### config.mk
export PLATFORM = sky130hd
export DESIGN_NAME = vend_scheduler_flat
export DESIGN_NICKNAME = d
export VERILOG_FILES = /design/src/rtl/vend_scheduler_pkg.sv /design/src/rtl/vend_scheduler_if.sv /design/src/rtl/vend_scheduler_credit.sv /design/src/rtl/vend_scheduler.sv /design/src/flat_wrapper.sv
export SDC_FILE = /design/constraint.sdc
export NUM_CORES = 1
export LEC_CHECK = 0
export CAP_MARGIN = 20
export CELL_PAD_IN_SITES_DETAIL_PLACEMENT = 0
export CELL_PAD_IN_SITES_GLOBAL_PLACEMENT = 1
export CORE_MARGIN = 2
export CORE_UTILIZATION = 40
export CTS_CLUSTER_SIZE = 14
export DETAILED_ROUTE_END_ITERATION = 10
export HOLD_SLACK_MARGIN = 0.03
export PLACE_DENSITY = 0.8
export SKIP_CTS_REPAIR_TIMING = 1
export SLEW_MARGIN = 15
export SYNTH_ARGS = -nofsm -noshare
export SYNTH_HDL_FRONTEND = slang
export SYNTH_SLANG_ARGS = --single-unit
### constraint.sdc
create_clock -name clk_i -period 4.4 [get_ports clk_i]
set_input_delay 0.44 -clock clk_i [delete_from_list [all_inputs] [get_ports clk_i]]
set_output_delay 0.44 -clock clk_i [all_outputs]
set_load 0.1 [all_outputs]
### src/rtl/vend_scheduler_pkg.sv
// Shared types and constants for the two-kiosk vending scheduler.
package vend_pkg;

   typedef enum logic [1:0] {
      S_IDLE  = 2'd0,
      S_GRANT = 2'd1,
      S_WAIT  = 2'd2,
      S_DONE  = 2'd3
   } state_e;

   localparam int NICKEL = 5;
   localparam int DIME   = 10;

   typedef logic port_t;

endpackage

### src/rtl/vend_scheduler_if.sv
// Coin-port and dispenser signals shared between the scheduler and its surroundings.
interface vend_scheduler_if #(parameter int CW = 6) ();

   logic [1:0]    coin_v;
   logic [1:0]    coin_d;
   logic [1:0]    cancel;
   logic          vend_done;
   logic          vend_go;
   logic          vend_port;
   logic [CW-1:0] vend_change;
   logic [1:0]    refund;
   logic [CW-1:0] refund_amt;
   logic [1:0]    reject;
   logic [1:0]    locked;
   logic          fault;

   modport slave (
      input  coin_v, coin_d, cancel, vend_done,
      output vend_go, vend_port, vend_change, refund, refund_amt, reject, locked, fault
   );

   modport master (
      output coin_v, coin_d, cancel, vend_done,
      input  vend_go, vend_port, vend_change, refund, refund_amt, reject, locked, fault
   );

endinterface

### src/rtl/vend_scheduler_credit.sv
// Per-port credit register with price lock, coin reject and refund request generation.
module vend_credit
   import vend_pkg::*;
#(
   parameter int PRICE = 15,
   parameter int CW    = 6
) (
   input  logic          clk_i,
   input  logic          rst_ni,
   input  logic          coin_v_i,
   input  logic          coin_d_i,
   input  logic          cancel_i,
   input  logic          clr_i,
   input  logic          rfd_gnt_i,
   output logic [CW-1:0] credit_o,
   output logic          locked_o,
   output logic          reject_o,
   output logic          rfd_req_o
);

   logic [CW-1:0] credit_q, credit_d, sum;
   logic          locked_q, locked_d;
   logic          pend_q, pend_d;
   logic          reject_q, reject_d;
   logic          cancel_ok, coin_ok;

   // A refund that lost arbitration stays pending; the port holds its credit and refuses coins.
   assign cancel_ok = cancel_i & ~locked_q & ~pend_q & (credit_q != '0);
   assign coin_ok   = coin_v_i & ~locked_q & ~pend_q & ~cancel_ok;
   assign rfd_req_o = cancel_ok | pend_q;
   assign sum       = credit_q + (coin_d_i ? CW'(DIME) : CW'(NICKEL));

   always_comb begin
      credit_d = credit_q;
      locked_d = locked_q;
      pend_d   = pend_q;
      reject_d = coin_v_i & ~coin_ok;
      if (clr_i) begin
         credit_d = '0;
         locked_d = 1'b0;
         pend_d   = 1'b0;
      end else if (rfd_req_o && rfd_gnt_i) begin
         credit_d = '0;
         pend_d   = 1'b0;
      end else if (cancel_ok) begin
         pend_d = 1'b1;
      end else if (coin_ok) begin
         credit_d = sum;
         locked_d = (sum >= CW'(PRICE));
      end
   end

   always_ff @(posedge clk_i or negedge rst_ni) begin
      if (!rst_ni) begin
         credit_q <= '0;
         locked_q <= 1'b0;
         pend_q   <= 1'b0;
         reject_q <= 1'b0;
      end else begin
         credit_q <= credit_d;
         locked_q <= locked_d;
         pend_q   <= pend_d;
         reject_q <= reject_d;
      end
   end

   assign credit_o = credit_q;
   assign locked_o = locked_q;
   assign reject_o = reject_q;

endmodule

### src/rtl/vend_scheduler.sv
// Shares one dispenser between two coin ports: round-robin grant FSM, watchdog and refund mux.
module vend_scheduler
   import vend_pkg::*;
#(
   parameter int PRICE   = 15,
   parameter int CW      = 6,
   parameter int TIMEOUT = 15
) (
   input  logic             clk_i,
   input  logic             rst_ni,
   vend_scheduler_if.slave  bus
);

   localparam int TW = $clog2(TIMEOUT + 1);

   state_e              state_q;
   port_t               port_q, last_q, sel;
   logic [TW-1:0]       cnt_q;
   logic                vend_go_q, fault_q, fault_d;
   logic [CW-1:0]       change_q, refund_amt_q, refund_amt_d;
   logic [1:0]          refund_q, refund_d;
   logic [1:0]          req, gnt, lock, rej, clr;
   logic [1:0][CW-1:0]  credit;

   for (genvar k = 0; k < 2; k++) begin : g_port
      vend_credit #(.PRICE(PRICE), .CW(CW)) u_credit (
         .clk_i     (clk_i),
         .rst_ni    (rst_ni),
         .coin_v_i  (bus.coin_v[k]),
         .coin_d_i  (bus.coin_d[k]),
         .cancel_i  (bus.cancel[k]),
         .clr_i     (clr[k]),
         .rfd_gnt_i (gnt[k]),
         .credit_o  (credit[k]),
         .locked_o  (lock[k]),
         .reject_o  (rej[k]),
         .rfd_req_o (req[k])
      );
   end

   assign sel = (lock == 2'b11) ? ~last_q : lock[1];
   assign clr = {(state_q == S_DONE) && port_q, (state_q == S_DONE) && !port_q};

   // One refund slot per cycle: watchdog refund first, then port 0, then port 1.
   always_comb begin
      fault_d      = (state_q == S_WAIT) && !bus.vend_done && (cnt_q == TW'(TIMEOUT - 1));
      gnt          = '0;
      refund_d     = '0;
      refund_amt_d = '0;
      if (fault_d) begin
         refund_d[port_q] = 1'b1;
         refund_amt_d     = credit[port_q];
      end else if (req[0]) begin
         gnt[0]       = 1'b1;
         refund_d     = 2'b01;
         refund_amt_d = credit[0];
      end else if (req[1]) begin
         gnt[1]       = 1'b1;
         refund_d     = 2'b10;
         refund_amt_d = credit[1];
      end
   end

   always_ff @(posedge clk_i or negedge rst_ni) begin
      if (!rst_ni) begin
         state_q      <= S_IDLE;
         port_q       <= 1'b0;
         last_q       <= 1'b1;
         cnt_q        <= '0;
         vend_go_q    <= 1'b0;
         change_q     <= '0;
         fault_q      <= 1'b0;
         refund_q     <= '0;
         refund_amt_q <= '0;
      end else begin
         vend_go_q    <= 1'b0;
         change_q     <= '0;
         fault_q      <= fault_d;
         refund_q     <= refund_d;
         refund_amt_q <= refund_amt_d;
         case (state_q)
            S_IDLE: begin
               if (|lock) begin
                  port_q    <= sel;
                  vend_go_q <= 1'b1;
                  change_q  <= credit[sel] - CW'(PRICE);
                  state_q   <= S_GRANT;
               end
            end
            S_GRANT: begin
               cnt_q   <= '0;
               state_q <= S_WAIT;
            end
            S_WAIT: begin
               if (bus.vend_done || fault_d) state_q <= S_DONE;
               else                          cnt_q   <= cnt_q + TW'(1);
            end
            S_DONE: begin
               last_q  <= port_q;
               state_q <= S_IDLE;
            end
            default: state_q <= S_IDLE;
         endcase
      end
   end

   assign bus.vend_go     = vend_go_q;
   assign bus.vend_port   = port_q;
   assign bus.vend_change = change_q;
   assign bus.refund      = refund_q;
   assign bus.refund_amt  = refund_amt_q;
   assign bus.reject      = rej;
   assign bus.locked      = lock;
   assign bus.fault       = fault_q;

endmodule

### src/flat_wrapper.sv
// flat-port wrapper written by rule: the top's interface ports become plain ports
module vend_scheduler_flat import vend_pkg::*;
#(
   parameter int PRICE   = 15,
   parameter int CW      = 6,
   parameter int TIMEOUT = 15
)
  (clk_i, rst_ni, bus_coin_v, bus_coin_d, bus_cancel, bus_vend_done, bus_vend_go, bus_vend_port, bus_vend_change, bus_refund, bus_refund_amt, bus_reject, bus_locked, bus_fault);
  vend_scheduler_if #(.CW(CW)) bus_i ();
  input  logic clk_i;
  input  logic rst_ni;
  input wire logic [$bits(bus_i.coin_v)-1:0] bus_coin_v;
  input wire logic [$bits(bus_i.coin_d)-1:0] bus_coin_d;
  input wire logic [$bits(bus_i.cancel)-1:0] bus_cancel;
  input wire logic [$bits(bus_i.vend_done)-1:0] bus_vend_done;
  output wire logic [$bits(bus_i.vend_go)-1:0] bus_vend_go;
  output wire logic [$bits(bus_i.vend_port)-1:0] bus_vend_port;
  output wire logic [$bits(bus_i.vend_change)-1:0] bus_vend_change;
  output wire logic [$bits(bus_i.refund)-1:0] bus_refund;
  output wire logic [$bits(bus_i.refund_amt)-1:0] bus_refund_amt;
  output wire logic [$bits(bus_i.reject)-1:0] bus_reject;
  output wire logic [$bits(bus_i.locked)-1:0] bus_locked;
  output wire logic [$bits(bus_i.fault)-1:0] bus_fault;
  assign bus_i.coin_v = bus_coin_v;
  assign bus_i.coin_d = bus_coin_d;
  assign bus_i.cancel = bus_cancel;
  assign bus_i.vend_done = bus_vend_done;
  assign bus_vend_go = bus_i.vend_go;
  assign bus_vend_port = bus_i.vend_port;
  assign bus_vend_change = bus_i.vend_change;
  assign bus_refund = bus_i.refund;
  assign bus_refund_amt = bus_i.refund_amt;
  assign bus_reject = bus_i.reject;
  assign bus_locked = bus_i.locked;
  assign bus_fault = bus_i.fault;
  vend_scheduler #(.PRICE(PRICE), .CW(CW), .TIMEOUT(TIMEOUT)) u_core (.clk_i(clk_i), .rst_ni(rst_ni), .bus(bus_i));
endmodule
==> flow_metrics.tcl, run 1 <==
set metrics [dict create \
    cts_buffer_depth 2 \
    switching_power_mw 1.14 \
    cts-root-buf "clkbuf_8" \
    num_antenna_cells 0 \
    fin_setup_tns_ns 0 \
    p_leak_nw 1.35 \
    clock_latency_ns 0.30 \
    initial_utilization 0.410 \
    outcome "completed" \
    synth_area_leader_cell "dfrtp_1" \
    grt_pass1_wl_mm 9.25 \
    worstMarginPinSlew_ns 0.969 \
    gr-total-overflow 0 \
    cts_buffers 5 \
    nFillCells 576 \
    grt_max_degree 43 \
    track_usage 0.162 \
    hold_slack_ns 0.264 \
    die_h_um 84.3 \
    syn_area_per_cell_um2 9.80 \
    num_vias 2046 \
    dp_slack_ns 1.71 \
    synth_cell_types 58 \
    ios 30 \
    critPathLaunch "u_core.g_port[1].u_credit.locked_o" \
    cp.arrival_ns 2.08 \
    p_clk_frac 0.134 \
    gp_congestion 0.843 \
    drt-initial-drc-count 120 \
    place.port_buffers 29 \
    wire_per_inst_um 15.7 \
    critPathMaxStageDelay_ns 1.21 \
    path_delay_family "buffers and inverters" \
    layout-drive-gt1-share 0.0699 \
    yosysWarnings 0 \
    syn_to_final_growth_pct 16.3 \
    hpwl_mm 4.13 \
    nNetsFinal 312 \
    crit_buf_inv 1 \
    cp_cell_sequence "clkdlybuf4s50_1" \
    cts.sinks 42 \
    power_density_nw_per_um2 746 \
    rows 29 \
    firstDrtPassIters 4 \
    routed_via_density 5.64 \
    syn-num-nets 290 \
    critPathMaxFanout 12 \
    switching_share 0.512 \
    cp-start-kind "flip-flop" \
    drc 0 \
    synth_top_area_frac 0.398 \
    cell_internal_pwr_mw 1.09 \
    min_period_over_period 0.572 \
    p_seq_frac 0.297 \
    cts_tree "yes" \
    synth.top_cells.by_count "dfrtp_1 (41), inv_1 (17), ha_1 (16), nand2_1 (16), o21ai_0 (14)" \
    cts-htree-levels 2 \
    maxCapViolCount 0 \
    synth-edff-count 0 \
    r2r-start "u_core.g_port[0].u_credit.credit_o[0]" \
    synth.area.top_cells "dfrtp_1 (40%), ha_1 (7.8%), a211oi_1 (3.2%), o21ai_0 (2.7%), nand3_1 (2.5%)" \
    utilization 0.477 \
    cp.required_ns 3.96 \
    die_w_um 84.3 \
    yosysSeqAreaShare 0.408 \
    r2r_slack_ns 2.06 \
    synth-seq-cells 42 \
    rsz0062_at_grt "no" \
    drv_slew 0 \
    critPathKind "reg -> out" \
    netlist_instances 263 \
    peakVddDrop_mv 0.447 \
    p_comb_frac 0.569 \
    timing.final.ws_setup_ns 1.88 \
    hold_class "in -> async" \
    synth.cell_area_um2 2580 \
    fmax_ghz 0.398 \
    period_needed_ns 2.52 \
    slowest_stage "clkdlybuf4s50_1" \
    relSlewSlack 0.352 \
    async_flop_share 1.00 \
    first_global_vias 1838 \
    hold_viol 0 \
    path_clk_slew_ns 0.09 \
    yosysMostFrequentCell "dfrtp_1" \
    finalSetupViolations 0 \
    cp-end-kind "output pin" \
    final_antenna_net_count 0 \
    clock_skew_ns 0.0119 \
    antenna_found_initial 0 \
    die-area_um2 7100 \
    core_area_um2 6280 \
    routed_wl_mm 5.69 \
    synth_ff_type "dfrtp_1" \
]
[power by group through the flow]
stage               clock network [mW]  registers (mW)  logic, mW
detailed placement                   0           0.669       1.26
global placement                     0           0.667       1.25
CTS                              0.309           0.662       1.27
global route                     0.321           0.686       1.36
finish                           0.300           0.662       1.27
floorplan                            0           0.918      0.730
[area by class of cell]
cell class / count / area, µm² / area share
Timing Repair Buffer: 30 / 293 / 0.0977
Inverter: 18 / 67.6 / 0.0226
Clock buffer: 5 / 68.8 / 0.0230
Clock inverter: 3 / 40.0 / 0.0134
Tap cell: 77 / 96.3 / 0.0322
Multi-Input combinational cell: 188 / 1380 / 0.460
Sequential cell: 42 / 1050 / 0.351
[logic make-up after synthesis]
kind of cell / after synthesis / synth area share
simple gates: 77 / 0.164
mux: 7 / 0.0282
fa+ha+maj: 18 / 0.0932
xor+xnor: 11 / 0.0374
compound gates: 75 / 0.212
flops: 42 / 0.408
buf+inv: 33 / 0.0568
[per-stage QoR]
step,std cells,power (mW),cell area [µm²]
final,363,2.23,3000
after global routing,363,2.37,3000
after CTS,363,2.24,3000
after detailed placement,355,1.93,2890
after global placement,355,1.92,2890
after floorplan,263,1.65,2580
[routing by layer]
metal	GRT usage	vias up	part of all wire	wire length, µm
met5	0	-	0	0
met4	0.0645	0	0.016	93
met3	0.0305	7	0.035	198
met2	0.246	46	0.47	2660
met1	0.229	976	0.48	2740
li1	-	1017	-	-
[registers in the layout, indices dropped and copies added (netlist names)]
signal                           cells
u_core.bus.refund                    2
u_core.bus.vend_change               6
u_core.bus.vend_go                   1
u_core.g_port.u_credit.reject_o      2
u_core.bus.fault                     1
u_core.g_port.u_credit.locked_o      2
u_core.bus.vend_port                 1
u_core.bus.refund_amt                6
u_core.g_port.u_credit.pend_q        2
u_core.g_port.u_credit.credit_o     12
u_core.state_q                       2
u_core.last_q                        1
u_core.cnt_q                         4
[final timing paths]
path                       cells past startpoint                               endpoint
min reg2reg                                    2                          u_core.last_q
min in group clk_i                             2                          u_core.last_q
max in group asynchronous                      1               u_core.bus.refund_amt[4]
max                                            1                          bus_locked[1]
min                                            1  u_core.g_port[0].u_credit.credit_o[4]
max reg2reg                                    4  u_core.g_port[1].u_credit.credit_o[2]
[cell usage in the layout, fill, tap and decap left out, types with 3 or more instances in the layout]
cell,instances
dfrtp_1,41
clkdlybuf4s50_1,28
inv_1,17
nand2_1,16
ha_1,16
o21ai_0,14
nand3_1,13
a211oi_1,11
and3_1,9
nor2_1,8
o211ai_1,8
o311ai_0,7
a21oi_1,6
xor2_1,6
a21o_1,6
nor3_1,5
mux2i_1,5
xnor2_1,5
clkbuf_8,5
nor2b_1,3
and2_1,3
or3_1,3
a31oi_1,3
(Power assumes the default switching activity.)
==> run 2, diff against run 1 <==
clock period = 2.4 ns   (was 4.4 ns; I/O delays follow)
==> run 2 against run 1 <==
  * Final cell count rose by 3.6%
  * Combinational power rose by 98%
  * Clock power rose by 44%
  * Setup slack got worse by 1.7 ns
  * Largest power group unchanged
  * Critical path type is now reg -> reg
  * Clock-buffer cell count rose by 2
==> flow_metrics.tcl, run 2 (synthesized netlist as in run 1, its figures left out) <==
set metrics [dict create \
    hold_viol 0 \
    grt_pass1_wl_mm 10.2 \
    grt_max_degree 43 \
    critPathLaunch "u_core.g_port[0].u_credit.credit_o[0]" \
    place.port_buffers 29 \
    initial_utilization 0.410 \
    wire_per_inst_um 15.7 \
    rows 29 \
    peakVddDrop_mv 0.680 \
    p_total_mw 4.07 \
    path_delay_family "compound AO/OA/AOI/OAI gates" \
    num_vias 2131 \
    layout-drive-gt1-share 0.174 \
    gp_congestion 0.853 \
    cts.sinks 42 \
    nNetsFinal 326 \
    relSlewSlack 0.364 \
    cts-root-buf "clkbuf_8" \
    final_antenna_net_count 0 \
    routed_via_density 5.67 \
    clock_skew_ns 0.00550 \
    cts_buffers 5 \
    fin_setup_tns_ns 0 \
    drt-initial-drc-count 139 \
    die-area_um2 7100 \
    utilization 0.480 \
    final_area_um2 3020 \
    placed_area_um2 2940 \
    drc 0 \
    worstMarginPinSlew_ns 0.955 \
    finalSetupViolations 0 \
    track_usage 0.174 \
    routed_wl_mm 5.91 \
    maxCapViolCount 0 \
    outcome "completed" \
    critPathMaxFanout 9 \
    layout_common_cells "dfrtp_1 (41), buf_4 (36), inv_1 (17)" \
    r2r-start "u_core.g_port[0].u_credit.credit_o[0]" \
    final_cells 376 \
    min_period_over_period 0.914 \
    cp_cell_sequence "or4_4 > o311a_2 > a2111o_1 > o211ai_1" \
    rsz0062_at_grt "no" \
    ios 30 \
    critPathKind "reg -> reg" \
    slowest_stage "or4_4" \
    critPathMaxStageDelay_ns 0.56 \
    cts_buffer_depth 2 \
    antenna_found_initial 0 \
    die_h_um 84.3 \
    cp-end-kind "flip-flop" \
    cts_tree "yes" \
    largest_register_ffs 12 \
    p_leak_nw 1.43 \
    dp.cells 369 \
    firstDrtPassIters 4 \
    die_w_um 84.3 \
    crit_buf_inv 0 \
    cp.required_ns 2.59 \
    hold_class "in -> async" \
    power_density_nw_per_um2 1350 \
    path_clk_slew_ns 0.08 \
    nFillCells 601 \
    cp.arrival_ns 2.38 \
    final_common_cell "dfrtp_1" \
    cts-htree-levels 2 \
    clock_latency_ns 0.29 \
    drv_slew 0 \
    cp-start-kind "flip-flop" \
    core_area_um2 6280 \
    first_global_vias 2043 \
    syn_to_final_growth_pct 17.0 \
    gr-total-overflow 0 \
    hpwl_mm 4.35 \
    period_needed_ns 2.19 \
    num_antenna_cells 0 \
    fmax_ghz 0.456 \
]
[run 2: path summary, 6_finish.rpt]
kind / endpoint / slack, ns / cells past startpoint
worst max-delay path: u_core.bus.refund_amt[4] / 0.21 / 4
max in group asynchronous: u_core.g_port[1].u_credit.credit_o[2] / 1.71 / 1
worst min register to register: u_core.last_q / 0.48 / 2
worst min-delay path: u_core.g_port[0].u_credit.credit_o[0] / 0.09 / 1
min in group clk_i: u_core.last_q / 0.48 / 2
worst max register to register: u_core.bus.refund_amt[4] / 0.21 / 4
[run 2: metal layers]
metal / global-route usage / share of wire
met5: 0 / 0
met4: 0.0455 / 0.011
met3: 0.0305 / 0.046
met2: 0.276 / 0.47
met1: 0.247 / 0.48
[run 2: cell type report]
type	instances	area, µm²	share of cell area
multi-input cells	188	1380	0.457
flip-flops and latches	42	1050	0.349
repair buffers	44	345	0.115
well taps	77	96.3	0.0320
clock buffers	7	76.3	0.0253
inverters	18	67.6	0.0224
[run 2: power breakdown]
| part | internal [mW] | switching (mW) | total, mW |
|---|---|---|---|
| sequential | 0.935 | 0.185 | 1.12 |
| clock | 0.201 | 0.232 | 0.432 |
| combinational | 0.831 | 1.69 | 2.52 |
| total | 1.97 | 2.11 | 4.07 |
[run 2: stage by stage]
stage | hold slack [ns] | worst slack (ns)
final | 0.0943 | 0.207
after global routing | 0.174 | 0.143
after CTS | 0.126 | 0.204
after detailed placement | 0.442 | 0.0308
after global placement | 0.423 | 0.0746
after floorplan | -0.0556 | 0.184
